--- src/rtl/mc_control_fsm.sv ---
// mc_control_fsm
// Multicycle MIPS control unit. Decodes Op/Funct of the held instruction and
// sequences the datapath through fetch, decode, execute, memory and writeback,
// driving the ALU control code, datapath selects and write enables. The ALU
// Zero flag is consumed in the branch states.
//
// Ports:
//   clk      - system clock, rising-edge
//   reset    - synchronous active-high reset; state returns to FETCH
//   Op       - Instr[31:26]
//   Funct    - Instr[5:0]
//   Zero     - ALU zero flag (same cycle)
//   PCEn, IRWrite, MemWrite, RegWrite - write enables
//   IorD, MemtoReg, RegDst, ALUSrcA, ALUSrcB, PCSrc - datapath selects
//   ALUCtl   - 3-bit ALU operation code
//   Illegal  - unsupported Op/Funct seen in DECODE
//   State    - current state encoding (debug)
//
// Optional feature: define MC_CTRL_BNE_EN to add bne support (state BNEBR=12).

module mc_control_fsm (
  input  logic       clk,
  input  logic       reset,
  input  logic [5:0] Op,
  input  logic [5:0] Funct,
  input  logic       Zero,
  output logic       PCEn,
  output logic       IRWrite,
  output logic       MemWrite,
  output logic       RegWrite,
  output logic       IorD,
  output logic       MemtoReg,
  output logic       RegDst,
  output logic       ALUSrcA,
  output logic [1:0] ALUSrcB,
  output logic [1:0] PCSrc,
  output logic [2:0] ALUCtl,
  output logic       Illegal,
  output logic [3:0] State
);

  typedef enum logic [3:0] {
    S_FETCH  = 4'd0,
    S_DECODE = 4'd1,
    S_MEMADR = 4'd2,
    S_MEMRD  = 4'd3,
    S_MEMWB  = 4'd4,
    S_MEMWR  = 4'd5,
    S_EXEC   = 4'd6,
    S_ALUWB  = 4'd7,
    S_BRANCH = 4'd8,
    S_ADDIEX = 4'd9,
    S_ADDIWB = 4'd10,
    S_JUMP   = 4'd11,
    S_BNEBR  = 4'd12
  } state_t;

  localparam logic [5:0] OP_RTYPE = 6'b000000;
  localparam logic [5:0] OP_LW    = 6'b100011;
  localparam logic [5:0] OP_SW    = 6'b101011;
  localparam logic [5:0] OP_BEQ   = 6'b000100;
  localparam logic [5:0] OP_BNE   = 6'b000101;
  localparam logic [5:0] OP_ADDI  = 6'b001000;
  localparam logic [5:0] OP_J     = 6'b000010;

  state_t state_q;
  state_t state_d;
  state_t out_state;
  logic   funct_ok;
  logic   op_illegal;
  logic [2:0] funct_alu;

  // State register
  always_ff @(posedge clk) begin
    if (reset) begin
      state_q <= S_FETCH;
    end else begin
      state_q <= state_d;
    end
  end

  // R-type funct decode: supported flag and the ALU code it selects
  always_comb begin
    funct_ok  = 1'b1;
    funct_alu = 3'b010;
    case (Funct)
      6'b100000: funct_alu = 3'b010;
      6'b100010: funct_alu = 3'b110;
      6'b100100: funct_alu = 3'b000;
      6'b100101: funct_alu = 3'b001;
      6'b101010: funct_alu = 3'b111;
      default:   funct_ok  = 1'b0;
    endcase
  end

  // Opcode legality as seen in DECODE
  always_comb begin
    op_illegal = 1'b0;
    case (Op)
      OP_RTYPE: op_illegal = ~funct_ok;
      OP_LW, OP_SW, OP_BEQ, OP_ADDI, OP_J: op_illegal = 1'b0;
`ifdef MC_CTRL_BNE_EN
      OP_BNE:   op_illegal = 1'b0;
`endif
      default:  op_illegal = 1'b1;
    endcase
  end

  // Next-state logic; unreachable codes fall back to FETCH
  always_comb begin
    state_d = S_FETCH;
    case (state_q)
      S_FETCH:  state_d = S_DECODE;
      S_DECODE: begin
        case (Op)
          OP_RTYPE: state_d = funct_ok ? S_EXEC : S_FETCH;
          OP_LW,
          OP_SW:    state_d = S_MEMADR;
          OP_BEQ:   state_d = S_BRANCH;
          OP_ADDI:  state_d = S_ADDIEX;
          OP_J:     state_d = S_JUMP;
`ifdef MC_CTRL_BNE_EN
          OP_BNE:   state_d = S_BNEBR;
`endif
          default:  state_d = S_FETCH;
        endcase
      end
      S_MEMADR: state_d = (Op == OP_LW) ? S_MEMRD : S_MEMWR;
      S_MEMRD:  state_d = S_MEMWB;
      S_EXEC:   state_d = S_ALUWB;
      S_ADDIEX: state_d = S_ADDIWB;
      default:  state_d = S_FETCH;
    endcase
  end

  // While reset is high the outputs decode as FETCH, with every write
  // enable masked so an aborted instruction cannot modify state.
  assign out_state = reset ? S_FETCH : state_q;

  // Moore output decode; anything not set for a state stays 0 (ALUCtl ADD)
  always_comb begin
    PCEn     = 1'b0;
    IRWrite  = 1'b0;
    MemWrite = 1'b0;
    RegWrite = 1'b0;
    IorD     = 1'b0;
    MemtoReg = 1'b0;
    RegDst   = 1'b0;
    ALUSrcA  = 1'b0;
    ALUSrcB  = 2'b00;
    PCSrc    = 2'b00;
    ALUCtl   = 3'b010;
    Illegal  = 1'b0;
    case (out_state)
      S_FETCH: begin
        ALUSrcB = 2'b01;
        IRWrite = 1'b1;
        PCEn    = 1'b1;
      end
      S_DECODE: begin
        ALUSrcB = 2'b11;
        Illegal = op_illegal;
      end
      S_MEMADR: begin
        ALUSrcA = 1'b1;
        ALUSrcB = 2'b10;
      end
      S_MEMRD:  IorD = 1'b1;
      S_MEMWB: begin
        MemtoReg = 1'b1;
        RegWrite = 1'b1;
      end
      S_MEMWR: begin
        IorD     = 1'b1;
        MemWrite = 1'b1;
      end
      S_EXEC: begin
        ALUSrcA = 1'b1;
        ALUCtl  = funct_alu;
      end
      S_ALUWB: begin
        RegDst   = 1'b1;
        RegWrite = 1'b1;
      end
      S_BRANCH: begin
        ALUSrcA = 1'b1;
        ALUCtl  = 3'b110;
        PCSrc   = 2'b01;
        PCEn    = Zero;
      end
      S_ADDIEX: begin
        ALUSrcA = 1'b1;
        ALUSrcB = 2'b10;
      end
      S_ADDIWB: RegWrite = 1'b1;
      S_JUMP: begin
        PCSrc = 2'b10;
        PCEn  = 1'b1;
      end
`ifdef MC_CTRL_BNE_EN
      S_BNEBR: begin
        ALUSrcA = 1'b1;
        ALUCtl  = 3'b110;
        PCSrc   = 2'b01;
        PCEn    = ~Zero;
      end
`endif
      default: ;
    endcase
    if (reset) begin
      PCEn     = 1'b0;
      IRWrite  = 1'b0;
      MemWrite = 1'b0;
      RegWrite = 1'b0;
    end
  end

  assign State = out_state;

endmodule

--- config.mk ---
export PLATFORM = sky130hd
export DESIGN_NAME = mc_control_fsm
export DESIGN_NICKNAME = d
export VERILOG_FILES = /design/src/rtl/mc_control_fsm.sv
export SDC_FILE = /design/constraint.sdc
export NUM_CORES = 1
export LEC_CHECK = 0
export CAP_MARGIN = 20
export CELL_PAD_IN_SITES_DETAIL_PLACEMENT = 0
export CELL_PAD_IN_SITES_GLOBAL_PLACEMENT = 2
export CORE_MARGIN = 1.5
export CORE_UTILIZATION = 22
export CTS_BUF_LIST = sky130_fd_sc_hd__clkbuf_2 sky130_fd_sc_hd__clkbuf_4 sky130_fd_sc_hd__clkbuf_8
export DETAILED_ROUTE_END_ITERATION = 10
export PLACE_DENSITY = 0.94
export SLEW_MARGIN = 20
export SYNTH_ARGS = -nofsm -noshare
export SYNTH_HDL_FRONTEND = slang
export SYNTH_SLANG_ARGS = --single-unit
--- constraint.sdc ---
create_clock -name clk -period 3.5 [get_ports clk]
set_clock_uncertainty 0.15 [all_clocks]
set_input_delay 0.7 -clock clk [delete_from_list [all_inputs] [get_ports clk]]
set_output_delay 0.7 -clock clk [all_outputs]
set_load 0.005 [all_outputs]
# --- Word level (Yosys, flattened, before mapping) ---
# Cells that the tools add are included.
# Widths: inputs -> output; s select.
op_classes:
  n_reduce_logical: 11
  mux: 24
  bitwise: 1
  n_eq_ne: 26
op_table:
  columns: ["cell", "count"]
  rows:
  - ["$eq 6x6->1 const B", 7]
  - ["$pmux 4 s6", 1]
  - ["$eq 4x3->1 const B", 5]
  - ["$eq 4x4->1 const B", 5]
  - ["$pmux 4 s5", 1]
  - ["$eq 4x2->1 const B", 4]
  - ["$mux 1", 13]
  - ["$pmux 3 s4", 1]
  - ["$reduce_or 5->1", 2]
  - ["$eq 4x1->1 const B", 2]
  - ["$logic_not 4->1", 2]
  - ["$reduce_or 2->1", 4]
  - ["$eq 6x2->1 const B", 1]
  - ["$eq 6x3->1 const B", 1]
  - ["$eq 6x4->1 const B", 1]
  - ["$logic_not 6->1", 1]
  - ["$mux 3", 2]
  - ["$pmux 2 s3", 1]
  - ["$pmux 3 s2", 1]
  - ["$mux 4", 1]
  - ["$pmux 1 s2", 2]
  - ["$pmux 2 s2", 1]
  - ["$reduce_or 4->1", 1]
  - ["$reduce_or 3->1", 1]
  - ["$not 1->1", 1]
totals:
  out_inout_bits: 20
  regBits: 4

# --- Longest topological paths before layout ---
logic_depth:
  ltp_word: 6
  mapped_depth: 5
  mapped_depth_nobuf: 4

# --- Least setup slack after synthesis ---
# OpenSTA, ideal clock, no wires.
synth_timing:
  kind: "input -> output"
  start: "input port Op[3]"
  end: "output port Illegal"
  cell_stages: 4
  slack_ns: 1.227
  t_arrival_ns: 1.423
  required_ns: 2.650
  cell_sequence: "or3_4 nor2_4 a32o_2 a211oi_1"
synth_via:
  elab_chain_len: 4
  word_cells_on_any_way: 9
  cone_classes: "eq/ne (5); mux (2); reduce/logical (2)"
synth_lines:
  columns: ["element", "line_no", "source"]
  rows:
  - ["start, declared", "24", "input logic [5:0] Op,"]
  - ["$eq 6x6->1, or another cell as far along", "99", "case (Op)"]
  - ["$reduce_or 5->1", "99", null]
  - ["$pmux 1 s2 *", "99", null]
  - ["$mux 1 *", "154", "case (out_state)"]
  - ["end, declared", "38", "output logic Illegal,"]
# Every way passes the cells marked *; elsewhere a longest branch is shown, timed or not.

# --- Final worst setup path ---
# Ends and elaborated chain as after synthesis.

==> run summary <==
Outcome - completed
Yosys warns - 0
Ant diodes - 0
Setup Total Neg Slack - 0 ns
CTS Buf Count - 3
Number of max-cap violations - 0
Synth cell types - 41
Post-CTS Setup Inserts - 0
H-tree Lvls - 1
Static leakage - 0.3485 nW
Syn Inst Count - 85
Final wirelength - 1.977 mm
Initial antenna violation count - 0
FP Rows - 19
Maximum vdd drop - 0.0001151 V
Core Area - 2758 um^2
I/O pins - 35
EDFF count, synth - 0
Worst-path clk slew - 0.03 ns
Post-DRT Antenna Nets - 0
Post-CTS sizing - 0
GR Overflow Total - 0
Fmax - 297.9 MHz
Compound-Gate Fraction of Synth Area - 28.54%
Cell-internal power - 0.1196 mW
Clk root buf - clkbuf_4
CTS max path bufs - 2
Asr flop ratio synth - 0%
Critical Path Source Type - input port
Period utilisation layout - 95.92%
Largest regs - state_q: 4 flops
Drt first pass iters - 4
Worst Path Arrival - 2.51 ns
Area leader, netlist - dfxtp_1
Simple logic cell fraction of the synthesized area - 45.24%
Largest register by flop count - state_q
GPL Wtd Cong - 0.7203
Highest net fanout along the worst path - 4
Filler cells - 300
Met1 usage - 18.14%
Vias post-DR - 736
Synth Area in XOR/XNOR - 4.078%
Die width - 57.12 um
GR Util met2 - 19.70%
Synth Register Bits - 4
Starting Density - 23.37%
Dpl cells - 147
Die area - 3263 um^2
Hold Crit Class - reg -> reg
DRC - 0
Fin crit period - 3.357 ns
Power consumption - 0.1664 mW
Post-synth top flop - dfxtp_1
Clock network fraction of design power - 33.0%
Final WS setup - 0.1428 ns
Relative slew slack - 61.77%
Largest register FFs - 4
DRT iter0 DRCs - 18
Fin nets - 136
Pwr/cell area - 162.9 nW/um^2
Synth area leaders - dfxtp_1 12%, nor2b_1 5.8%, nor2_1 5.2%
Count of final setup violators - 0
Share of the synthesized area in the top cell type - 12.43%
TritonCTS clock tree - yes
Area share of fa/ha/maj cells after synthesis - 0%
Final hold violation count - 0
DP HPWL - 1.601 mm
First-pass GRT wire length - 3.277 mm
Area grow syn2layout - 58.45%
DIE HEIGHT - 57.12 um
Final max-slew violation count - 0
Busiest grt layer - met2
Crit path kind - in -> out
Psw - 0.04671 mW
Syn nets - 100
Most common cell in the netlist - nor2_1
Sequential area share after synthesis - 12.43%
Fin cells - 150
PortBufs - 34
Vias in the first global route - 676
Gate power share - 35.4%
Worst slew pin tran - 0.5727 ns
Sink Count - 4
Multiplexer area fraction after synthesis - 0%
Commonest cells in the netlist - 9 x nor2_1, 6 x nor2b_1, 5 x nand2_1, 5 x nand2b_1
RSZ-0062 raised after global routing - false
Largest family of logic cells by synthesized area - simple AND/OR/NAND/NOR gates
GRT met3 Usage - 1.361%
Sequential share of power - 31.6%
GRT Overall Usage - 12.59%
Latest clock arrival within the worst-skew pair - 0.23 ns
Drt wl/cell - 13.18 um
Worst EP required - 2.65 ns
Synthesized area - 644.4 um^2
Largest net degree at the start of global routing - 15
Sw Share - 28.08%
Vias per inst - 4.907
Post-CTS Hold Fix Bufs - 0
Worst slack at placement - 0.1290 ns
Crit end category - output pin
Layout cells sized above 1 - 17.65%
Syn Area/Cell - 7.581 um^2
## layout make-up
cell class / count / area, um^2 / share of cell area, %
sequential: 4 / 80.08 / 7.843
multi-input combinational: 70 / 501.7 / 49.14
inverter: 6 / 22.52 / 2.206
timing repair buffer: 36 / 355.3 / 34.80
clock buffer: 3 / 22.52 / 2.206
tap: 31 / 38.79 / 3.799
## per-stage QoR
| stage | cell area [um^2] | util (%) | hold WS (ns) |
|---|---|---|---|
| 2_1_floorplan | 644.4 | - | 0.3814 |
| 3_3_place_gp | 998.5 | 36.21 | 0.6074 |
| 3_5_place_dp | 998.5 | 36.21 | 0.6073 |
| 4_1_cts | 1021 | 37.02 | 0.6118 |
| 5_1_grt | 1021 | 37.02 | 0.6606 |
| 6_report | 1021 | 37.02 | 0.6280 |
## power by group through the flow
stage / registers (mW) / clock network [mW] / logic [mW]
floorplan: 0.0493 / 0 / 0.0303
CTS: 0.0524 / 0.0587 / 0.0595
global route: 0.0532 / 0.0604 / 0.0641
detailed placement: 0.0531 / 0 / 0.0591
global placement: 0.0530 / 0 / 0.0590
finish: 0.0526 / 0.0549 / 0.0588
## final timing paths
path	start	endpoint	slack, ns	cells past startpoint
setup / recovery	Op[3]	Illegal	0.14	6
hold reg to reg	state_q[3]	state_q[3]	0.63	1
hold / removal	state_q[3]	state_q[3]	0.63	1
setup reg to reg	state_q[1]	state_q[1]	1.86	4
## logic make-up after synthesis
kind of cell,count (synthesis)
buffers and inverters,11
and+or+nand+nor,45
AOI/OAI and AO/OA,22
DFF,4
xor gates and xnor gates,3
## placed cells by master, fill, tap and decap left out, types with 2 or more instances in the layout
cell	count
dfxtp_1	4
clkdlybuf4s50_1	34
a31oi_1	3
nor3_2	2
nor2b_1	6
nor4_1	3
nand2b_1	5
buf_4	2
inv_1	3
nand2_1	5
nor2_1	9
a21oi_1	4
inv_2	3
xor2_1	2
nand4_1	2
nor3_1	4
a211oi_1	2
clkbuf_4	3
## per-layer routing
layer | part of all wire, % | vias up
met5 | 0 | -
met4 | 0 | 0
met3 | 2.7 | 0
met2 | 47 | 10
met1 | 50 | 343
li1 | - | 383
## critical path: stages
cell and delay [ns]:
clkdlybuf4s50_1 0.53, or3_4 0.17, nor2_4 0.04, a32o_2 0.27, a211oi_1 0.25, clkdlybuf4s50_1 0.54
No activity file was read; power rests on OpenSTA's default activity.
